$ cat src/rtl/chan_arbiter.sv
// Round-robin block merger: grants one channel processor at a time, sizes the transfer
// from its header word and streams the whole block onto a single 16-bit output.
module chan_arbiter #(
  parameter int NCH  = 16,
  parameter int PTRW = 4
) (
  input  logic              clk,
  input  logic              reset,
  input  logic [NCH-1:0]    req,
  output logic [NCH-1:0]    ack,
  input  logic [16*NCH-1:0] chdata,
  input  logic              afull,
  output logic [15:0]       dout,
  output logic              dout_we,
  output logic              dout_last,
  output logic [PTRW-1:0]   grant_num,
  output logic              busy,
  output logic [15:0]       err_cnt,
  output logic [1:0]        o_dbg_state
);

  // Handshake: ack[c] high in cycle t consumes the word currently on chdata[c]; the channel
  // presents its next word in t+1. The consumed word appears on dout with dout_we in t+1.
  typedef enum logic [1:0] {ST_IDLE, ST_HEAD, ST_XFER, ST_DRAIN} state_t;

  state_t          r_state;
  state_t          w_next;
  logic [PTRW-1:0] r_rr_ptr;
  logic [PTRW-1:0] r_grant;
  logic [8:0]      r_remain;
  logic [15:0]     r_dout;
  logic            r_dout_we;
  logic            r_dout_last;
  logic            r_busy;
  logic [15:0]     r_err_cnt;

  logic [NCH-1:0]  w_hi;
  logic [PTRW-1:0] w_sel_hi;
  logic [PTRW-1:0] w_sel_lo;
  logic [PTRW-1:0] w_sel;
  logic [15:0]     w_word;
  logic            w_ack_en;
  logic            w_xfer_ack;

  // Channels above the pointer win first; otherwise the lowest requester wraps around,
  // so the last granted channel ends up with the lowest priority.
  always_comb begin
    w_hi     = '0;
    w_sel_hi = '0;
    w_sel_lo = '0;
    for (int c = 0; c < NCH; c++) begin
      w_hi[c] = req[c] && (c > int'(r_rr_ptr));
    end
    for (int c = NCH - 1; c >= 0; c--) begin
      if (w_hi[c]) w_sel_hi = PTRW'(c);
      if (req[c])  w_sel_lo = PTRW'(c);
    end
    w_sel = (|w_hi) ? w_sel_hi : w_sel_lo;
  end

  always_comb begin
    w_word = '0;
    for (int c = 0; c < NCH; c++) begin
      if (r_grant == PTRW'(c)) w_word = chdata[16*c +: 16];
    end
  end

  always_ff @(posedge clk) begin
    if (reset) r_state <= ST_IDLE;
    else       r_state <= w_next;
  end

  always_comb begin
    w_next = r_state;
    case (r_state)
      ST_IDLE:  if (|req) w_next = ST_HEAD;
      ST_HEAD:  w_next = w_word[15] ? ST_XFER : ST_IDLE;
      ST_XFER:  if (w_ack_en && (r_remain == 9'd1)) w_next = ST_DRAIN;
      ST_DRAIN: w_next = ST_IDLE;
      default:  w_next = ST_IDLE;
    endcase
  end

  // A header without bit 15 is dropped with a single ack so the channel can resync.
  always_comb begin
    w_ack_en = 1'b0;
    case (r_state)
      ST_HEAD: w_ack_en = !w_word[15];
      ST_XFER: w_ack_en = !afull && (r_remain != 9'd0);
      default: w_ack_en = 1'b0;
    endcase
    w_xfer_ack = w_ack_en && (r_state == ST_XFER);
    ack = '0;
    for (int c = 0; c < NCH; c++) begin
      ack[c] = w_ack_en && (r_grant == PTRW'(c));
    end
  end

  always_ff @(posedge clk) begin
    if (reset) begin
      r_rr_ptr    <= '0;
      r_grant     <= '0;
      r_remain    <= '0;
      r_dout      <= '0;
      r_dout_we   <= 1'b0;
      r_dout_last <= 1'b0;
      r_busy      <= 1'b0;
      r_err_cnt   <= '0;
    end else begin
      r_dout_we   <= w_xfer_ack;
      r_dout_last <= w_xfer_ack && (r_remain == 9'd1);
      if (w_xfer_ack) r_dout <= w_word;
      case (r_state)
        ST_IDLE: begin
          if (|req) r_grant <= w_sel;
        end
        ST_HEAD: begin
          if (!w_word[15]) begin
            if (r_err_cnt != 16'hFFFF) r_err_cnt <= r_err_cnt + 16'd1;
          end else begin
            // Master-trigger blocks carry an extra trigger word after the header.
            r_remain <= {1'b0, w_word[7:0]} + (w_word[14] ? 9'd2 : 9'd1);
            r_busy   <= 1'b1;
          end
        end
        ST_XFER: begin
          if (w_ack_en) r_remain <= r_remain - 9'd1;
        end
        ST_DRAIN: begin
          r_busy   <= 1'b0;
          r_rr_ptr <= r_grant;
        end
        default: ;
      endcase
    end
  end

  assign dout        = r_dout;
  assign dout_we     = r_dout_we;
  assign dout_last   = r_dout_last;
  assign grant_num   = r_grant;
  assign busy        = r_busy;
  assign err_cnt     = r_err_cnt;
  assign o_dbg_state = r_state;

endmodule
$ cat config.mk
export PLATFORM = sky130hd
export DESIGN_NAME = chan_arbiter
export DESIGN_NICKNAME = d
export VERILOG_FILES = /design/src/rtl/chan_arbiter.sv
export SDC_FILE = /design/constraint.sdc
export NUM_CORES = 1
export LEC_CHECK = 0
export ABC_CLOCK_PERIOD_IN_PS = 5900
export CORE_AREA = 3 3 128 130
export DETAILED_ROUTE_END_ITERATION = 8
export DIE_AREA = 0 0 131 133
export PLACE_DENSITY = 0.88
export SYNTH_ARGS = -nofsm -noshare
export SYNTH_HDL_FRONTEND = slang
export SYNTH_SLANG_ARGS = --single-unit
$ cat constraint.sdc
create_clock -name clk -period 5.9 [get_ports clk]
set_input_delay 1.18 -clock clk [delete_from_list [all_inputs] [get_ports clk]]
set_output_delay 1.18 -clock clk [all_outputs]
set_load 0.05 [all_outputs]
; ---- Word-level counts from Yosys, hierarchy flattened
; Index checks and enable logic that the tools add are counted.
[op_classes]
addsub = 3
magnitude_cmp = 15
n_eq_ne = 24
muxes = 59
n_bitwise = 1
reduce_logical = 49
[ops]
columns = op, n
row1 = 16-bit two-way mux, 16
row2 = 4-bit two-way mux, 32
row3 = 1-bit logical AND, 35
row4 = 4-bit == test (second input constant), 8
row5 = 4-bit > comparator (first input constant), 8
row6 = 9-bit two-way mux, 2
row7 = 9-bit case mux with 2 select lines, 1
row8 = 16-bit by 1-bit adder with 16-bit output (second input constant), 1
row9 = 4-bit by 3-bit == test with 1-bit output (second input constant), 4
row10 = 3-bit by 4-bit > comparator with 1-bit output (first input constant), 4
row11 = 16-bit inequality test (second input constant), 1
row12 = 16-bit OR reduction, 1
row13 = 15-bit OR reduction, 1
row14 = 8-bit by 2-bit adder with 9-bit output, 1
row15 = 9-bit by 1-bit == test with 1-bit output (second input constant), 1
row16 = 9-bit nonzero test, 1
row17 = 9-bit by 1-bit subtractor with 9-bit output (second input constant), 1
row18 = 4-bit by 2-bit == test with 1-bit output (second input constant), 2
row19 = 2-bit by 4-bit > comparator with 1-bit output (first input constant), 2
row20 = 2-bit two-way mux, 4
row21 = 2-bit inequality test (second input constant), 4
row22 = 2-bit case mux with 4 select lines, 1
row23 = 2-bit AND reduction, 3
row24 = 3-bit AND reduction, 2
row25 = other kinds (11), 15
[totals]
ff_bits = 54
in_bits = 275
wordCells = 160

; ---- Logic depth before layout (Yosys ltp)
; Gate-level depths: netlist of run 1.
[logic_depth]
depth_word = 22
ltp_mapped = 17

; ---- Worst setup path before layout of run 1
; Ideal clock, no wire load.
[synth_path]
kind = input port to output port
startpoint = input chdata[223]
endpoint = output ack[0]
arrival_time_ps = 3770
required_time_ps = 4720
path_slack_ps = 950
stages = 8
n_path_buf = 1
path_cell_list = nor2b_1 > a211oi_1 > a211o_1 > and2_1 > buf_1 > a21o_1 > nand2_1 > nor4_1
[synth_between]
elab_chain_len = 6
[synth_lines]
columns = element, line
row1 = "start, declared", 11  ; input logic [16*NCH-1:0] chdata,
row2 = 16-bit two-way mux (3 in series), 64  ; if (r_grant == PTRW'(c)) w_word = chdata[16*c +: 16];
row3 = 1-bit zero test, n/a
row4 = 1-bit case mux with 2 select lines, 87  ; case (r_state)
row5 = 1-bit logical AND, 95  ; ack[c] = w_ack_en && (r_grant == PTRW'(c));
row6 = "end, declared", 10  ; output logic [NCH-1:0] ack,
; No other way between the ends.

; ---- Worst setup path in the final report of run 1
; Same ends and word-level chain as after synthesis.

==> results of run 1 <==
Yosys cell counts, types with 7 or more instances:
library cell and number:
a211oi_1 15, a21oi_1 66, a221oi_1 16, a22oi_1 10, a311oi_1 10, a31oi_1 9
a32oi_1 7, buf_2 22, buf_4 9, clkbuf_1 26, dfxtp_1 54, ha_1 10
inv_1 22, mux2_2 7, mux2i_1 35, nand2_1 71, nand2b_1 17, nand3_1 24
nand4_1 8, nor2_1 101, nor2b_1 15, nor3_1 34, nor4_1 7, o21ai_0 51
o22ai_1 22, or3_1 10, xnor2_1 9
stage by stage:
step	instances	cell area [um^2]	total power, mW	utilization
floorplan	818	5850	0.815	-
global placement	1308	9170	1.11	0.601
detailed placement	1308	9170	1.12	0.601
CTS	1316	9320	1.42	0.611
global route	1317	9320	1.51	0.611
finish	1317	9320	1.43	0.611
cell type report:
| cell class | count | area share |
|---|---|---|
| well taps | 211 | 0.0283 |
| multi-input cells | 676 | 0.469 |
| inverters | 24 | 0.00967 |
| repair buffers | 343 | 0.360 |
| clock buffers | 6 | 0.0149 |
| clock inverters | 2 | 0.00134 |
| flip-flops and latches | 54 | 0.117 |
| diodes | 1 | 0.000268 |
registers in the layout (all words and copies together) (netlist names), named ones only:
register / cells
dout: 16
err_cnt: 16
r_remain: 9
grant_num: 4
r_rr_ptr: 4
busy: 1
dout_last: 1
dout_we: 1
o_dbg_state: 1
worst reg2reg max path, cell delays in order, from the launching register on:
cell and delay (ps):
dfxtp_2 720, buf_4 440, nand2b_1 420, nor2_1 190
a32oi_1 210, nand2_1 70, a2111oi_0 750, o21ai_0 310
ha_1 290, fa_1 450, o311a_1 370, o32ai_1 270
layer usage:
metal | global-route usage | vias up | routed length [um] | part of all wire
li1 | - | 3678 | - | -
met1 | 0.377 | 3663 | 10900 | 0.39
met2 | 0.493 | 489 | 13100 | 0.47
met3 | 0.0658 | 86 | 2880 | 0.10
met4 | 0.135 | 0 | 1290 | 0.046
met5 | 0 | - | 0 | 0
cell families after synthesis:
family,after synthesis,share of synthesized area
flip-flops,54,0.185
AO/OA/AOI/OAI,288,0.343
multiplexers,49,0.0984
buffers and inverters,88,0.0687
AND/OR/NAND/NOR,316,0.262
adder cells (fa/ha/maj),12,0.0265
XOR/XNOR,11,0.0165
how the worst min path moves through the flow:
stage	end	slack, ps	depth (start not counted)
2_1_floorplan	r_remain[8]	430	2
3_3_place_gp	r_remain[8]	440	2
3_5_place_dp	r_remain[8]	450	2
4_1_cts	r_remain[8]	460	2
5_1_grt	r_remain[8]	500	2
6_report	r_remain[8]	460	2
power by group through the flow:
stage	clock network, mW	logic, mW	registers, mW
3_5_place_dp	0	0.690	0.428
6_report	0.304	0.704	0.421
2_1_floorplan	0	0.390	0.425
4_1_cts	0.308	0.696	0.420
5_1_grt	0.328	0.754	0.425
3_3_place_gp	0	0.682	0.428
==> run_results.csv, run 1 <==
group,metric,value,unit
outcome,status,"finished, final reports clean",
floorplan,floorplan.io_pins,332,
clocking,insertion_delay,300,ps
finish,fillerInstances,1391,
critical_path,crit_cells,9,
global_route,globalRouteTotalUtil,0.302,
timing,final.period_utilization,0.837,
timing,max_slew.worst_pin.slew,1030,ps
power,power.net_switching,0.529,mW
clocking,cts_resized,0,
critical_path,critPathTopFamily,"simple AND/OR/NAND/NOR gates",
floorplan,design.die.area,17400,um^2
placement,port_buffer_count,331,
clocking,cts_tree,"done",
yosys,fraction_of_registers_with_async_set_reset,0,
yosys,ys_top_cells_by_area,"dfxtp_1 18%, nor2_1 6.5%, mux2i_1 6.0%",
floorplan,starting_utilization_of_the_core_area,0.383,
critical_path,setup.worst_path.class,"primary input to primary output",
placement,detailed_placement_hpwl,22.4,mm
global_route,grt_antenna_before_repair,1,
detailed_routing,final_antenna_net_count,0,
placement,gpl.final_weighted_congestion,0.988,
critical_path,timing.critical_path.fanout_max,16,
clocking,numCtsBuffers,5,
critical_path,crit_path_end,"ack[0]",
hold_path,worstHoldStart,"r_remain[8]",
critical_path,cp.arrival,3760,ps
critical_path,path_cells,"clkdlybuf4s50_1 > nor2b_1 > a211oi_1 > a211o_1 > and2_1 > a21o_1 > nand2_1 > nor4_1 > buf_4",
detailed_routing,detail_route.iter0.violations,651,
floorplan,die_width,131,um
yosys,synth_cells,818,
clocking,cts-root-buf,"clkbuf_16",
power,power.density_cell_area,153,nW/um^2
timing,maxSlewHeadroom,0.316,
critical_path,worst_setup_path_start_kind,"primary input",
clocking,cts.reportedPaths.clkPinSlew,70,ps
yosys,post-synth-top-area-cell,"dfxtp_1",
yosys,postSynthRegisterBits,54,
power,p_comb_frac,0.493,
global_route,grt_first_pass_wirelength,41.6,mm
timing,unrepaired_setup_endpoints_after_global_routing,"false",
finish,final_cell_mix,"314 x clkdlybuf4s50_1, 101 x nor2_1, 71 x nand2_1, 66 x a21oi_1",
placement,preCtsSetupSlack,996,ps
critical_path,r2r_start,"grant_num[1]",
floorplan,die_height,133,um
detailed_routing,dr_total_vias,7916,
finish,seqCellArea,1090,um^2
critical_path,critical_r2r_capture,"r_remain[4]",
power,intPower,0.901,mW
clocking,cts_hold_buffers,0,
yosys,yosys.cell_types.count,87,
finish,area_growth_syn_to_layout,59.3,%
power,max-vdd-ir-drop,0.106,mV
power,power_leakage,3.21,nW
critical_path,startpoint,"chdata[223]",
floorplan,core,15300,um^2
critical_path,critical_path_slowest_stage_cell,"nand2_1",
timing,finalSetupViolations,0,
yosys,postSynthNetCount,1104,
yosys,yosys_warnings,0,
floorplan,floorplan.rows,45,
timing,worst_clock_skew,9.07,ps
yosys,postSynthAreaPerCell,7.15,um^2
critical_path,timing.reg2reg.worst_path_depth,11,
timing,timing.final.hold_violations,0,
yosys,synth-edff-count,0,
critical_path,ff2ff_setup_slack,1290,ps
finish,drive_above_1_share,0.0679,
yosys,synth_seq_area_share,0.185,
clocking,cts.sink_count,54,
clocking,cts_setup_buffers,0,
run,drv.max_cap_violation_count,0,
global_route,grt_max_degree,56,
detailed_routing,drt_first_pass_iters,5,
timing,timing_max_transition_violations_final,0,
yosys,synth.cell_area,5850,um^2
power,seq_power_share,0.294,
critical_path,critical_path.n_buffers_inverters,2,
timing,whs,464,ps
clocking,cts-root-to-sink-buffers,2,
timing,max_freq,203,MHz
finish,layout.nets,1390,
global_route,grt_pass1_vias,7666,
timing,setup_slack,963,ps
critical_path,worst_setup_path_end_kind,"primary output",
finish,multi_input_comb_area,4370,um^2
critical_path,cpPeakStageDelay,480,ps
detailed_routing,via_per_instance_ratio,6.01,
clocking,h-tree-depth,2,
timing,timing.final.crit_period,4940,ps
detailed_routing,route.detailed.wl_per_inst,21.4,um
critical_path,worst-endpoint-required,4720,ps
hold_path,worstHoldPathType,"flop to flop",
yosys,top_area_cell_type_share_of_the_netlist_area,0.185,
detailed_routing,remaining_drc_errors,0,
finish,leading_cell_type_in_the_layout_fill_and_taps_excluded,"clkdlybuf4s50_1",
global_route,globalRoute.totalOverflow,0,
power,clock_power_share,0.213,
power,switching_power_as_a_share_of_total_power,0.370,
yosys,dominantRegCellSynth,"dfxtp_1",
timing,sum_neg_setup_slack,0,ps
detailed_routing,finalWirelength,28.1,mm
Power figures use the tool's default switching activity.
==> inputs of run 2 (changes only) <==
==> config.mk (replaced) <==
export PLATFORM = sky130hd
export DESIGN_NAME = chan_arbiter
export DESIGN_NICKNAME = d
export VERILOG_FILES = /design/src/rtl/chan_arbiter.sv
export SDC_FILE = /design/constraint.sdc
export NUM_CORES = 1
export LEC_CHECK = 0
export ABC_CLOCK_PERIOD_IN_PS = 4770
export CORE_AREA = 3 3 129 131
export DETAILED_ROUTE_END_ITERATION = 8
export DIE_AREA = 0 0 132 134
export PLACE_DENSITY = 0.87
export SYNTH_ARGS = -nofsm -noshare
export SYNTH_HDL_FRONTEND = slang
export SYNTH_SLANG_ARGS = --single-unit
==> constraint.sdc (replaced) <==
create_clock -name clk -period 4.77 [get_ports clk]
set_input_delay 0.954 -clock clk [delete_from_list [all_inputs] [get_ports clk]]
set_output_delay 0.954 -clock clk [all_outputs]
set_load 0.05 [all_outputs]
==> run_results.csv, run 2 (synthesis results as in run 1) <==
group,metric,value,unit
timing,worst_clock_skew,9.20,ps
floorplan,starting_utilization_of_the_core_area,0.372,
hold_path,whs_endpoint,"r_remain[8]",
timing,maxSlewHeadroom,0.410,
timing,timing.final.hold_violations,0,
critical_path,setup.worst_path.class,"flop to primary output",
power,p_comb_frac,0.489,
detailed_routing,via_per_instance_ratio,6.01,
clocking,cts_tree,"done",
finish,layout.nets,1399,
power,power.density_cell_area,190,nW/um^2
clocking,insertion_delay,300,ps
power,clock_power_share,0.228,
run,drv.max_cap_violation_count,0,
floorplan,floorplan.io_pins,332,
floorplan,design.die.area,17700,um^2
detailed_routing,dr_total_vias,8000,
timing,setup_slack,345,ps
critical_path,worst_setup_path_start_kind,"flop",
placement,gpl.final_weighted_congestion,0.953,
global_route,grt_antenna_before_repair,2,
clocking,cts_setup_buffers,0,
placement,preCtsSetupSlack,560,ps
critical_path,cp.arrival,3470,ps
power,power.net_switching,0.680,mW
clocking,h-tree-depth,2,
power,intPower,1.15,mW
global_route,grt_pass1_vias,7635,
placement,port_buffer_count,331,
detailed_routing,remaining_drc_errors,0,
hold_path,worstHoldStart,"r_remain[8]",
power,switching_power_as_a_share_of_total_power,0.372,
hold_path,worstHoldPathType,"flop to flop",
timing,finalSetupViolations,0,
timing,timing_max_transition_violations_final,0,
outcome,status,"finished, final reports clean",
detailed_routing,final_antenna_net_count,0,
global_route,globalRoute.totalOverflow,0,
timing,max_slew.worst_pin.slew,882,ps
critical_path,critical_r2r_capture,"r_remain[4]",
power,seq_power_share,0.283,
finish,final_cell_mix,"314 x clkdlybuf4s50_1, 101 x nor2_1, 71 x nand2_1, 66 x a21oi_1",
global_route,globalRouteTotalUtil,0.305,
critical_path,timing.critical_path.fanout_max,20,
finish,area_growth_syn_to_layout,64.3,%
clocking,cts-root-buf,"clkbuf_16",
clocking,cts_hold_buffers,0,
hold_path,hold_depth,2,
placement,detailed_placement_hpwl,23.1,mm
power,power_leakage,3.31,nW
floorplan,die_height,134,um
timing,final.period_utilization,0.928,
timing,unrepaired_setup_endpoints_after_global_routing,"false",
global_route,grt_max_degree,43,
critical_path,worst_setup_path_end_kind,"primary output",
timing,whs,465,ps
timing,max_freq,226,MHz
clocking,cts-root-to-sink-buffers,2,
detailed_routing,finalWirelength,28.8,mm
critical_path,timing.reg2reg.worst_path_depth,11,
detailed_routing,drt_first_pass_iters,5,
clocking,numCtsBuffers,5,
critical_path,r2r_start,"grant_num[1]",
timing,timing.final.crit_period,4420,ps
finish,fillerInstances,1403,
power,max-vdd-ir-drop,0.166,mV
critical_path,ff2ff_setup_slack,770,ps
timing,sum_neg_setup_slack,0,ps
detailed_routing,detail_route.iter0.violations,764,
critical_path,worst-endpoint-required,3820,ps
finish,leading_cell_type_in_the_layout_fill_and_taps_excluded,"clkdlybuf4s50_1",
floorplan,core,15700,um^2
floorplan,die_width,132,um
clocking,cts.sink_count,54,
clocking,cts.reportedPaths.clkPinSlew,80,ps
floorplan,floorplan.rows,46,
global_route,grt_first_pass_wirelength,42.7,mm
detailed_routing,route.detailed.wl_per_inst,21.6,um
finish,drive_above_1_share,0.0754,
clocking,cts_resized,0,
finish,final-instance-count-excl-fill,1332,
placement,place.detailed.instances,1322,
==> run 2: metrics by stage <==
step	area (um^2)	power, mW	utilization
final	9610	1.83	0.612
after global routing	9610	1.92	0.612
after CTS	9610	1.82	0.611
after detailed placement	9440	1.40	0.601
after global placement	9440	1.39	0.601
after floorplan	5850	1.01	-
==> run 2: layout make-up <==
type	instances	area, um^2	share of cell area
tap	216	270	0.0281
sequential	54	1090	0.113
clock buffer	6	150	0.0156
multi-input combinational	676	4370	0.454
timing repair buffer	352	3630	0.377
antenna	2	5.00	0.000521
inverter	24	90.1	0.00937
clock inverter	2	17.5	0.00182
==> run 2: power by group through the flow <==
stage / Clock (mW) / Sequential (mW) / Combinational, mW
after floorplan: 0 / 0.526 / 0.482
after global routing: 0.443 / 0.520 / 0.953
after detailed placement: 0 / 0.525 / 0.875
after global placement: 0 / 0.525 / 0.861
final: 0.417 / 0.517 / 0.893
after CTS: 0.426 / 0.515 / 0.880
==> run 2: worst max path at each step <==
stage	from	endpoint	slack (ps)
2_1_floorplan	grant_num[2]	ack[0]	210
3_3_place_gp	chdata[15]	ack[0]	640
3_5_place_dp	chdata[15]	ack[2]	560
4_1_cts	o_dbg_state[0]	ack[2]	450
5_1_grt	o_dbg_state[0]	ack[2]	160
6_report	o_dbg_state[0]	ack[2]	350
==> run 2: per-layer routing <==
| metal | vias to the layer above | part of all wire | GRT usage |
|---|---|---|---|
| met2 | 491 | 0.47 | 0.511 |
| met5 | - | 0 | 0 |
| met3 | 88 | 0.098 | 0.0750 |
| met4 | 0 | 0.048 | 0.141 |
| li1 | 3690 | - | - |
| met1 | 3731 | 0.39 | 0.369 |
==> run 2: critical path, stage by stage, from the launching register on <==
cell      delay (ps)
dfxtp_1          370
inv_1            150
ha_1             610
inv_1            310
a311oi_1         590
a21o_1           190
nand2_1           90
buf_4            200
nor4_1           430
buf_12           210
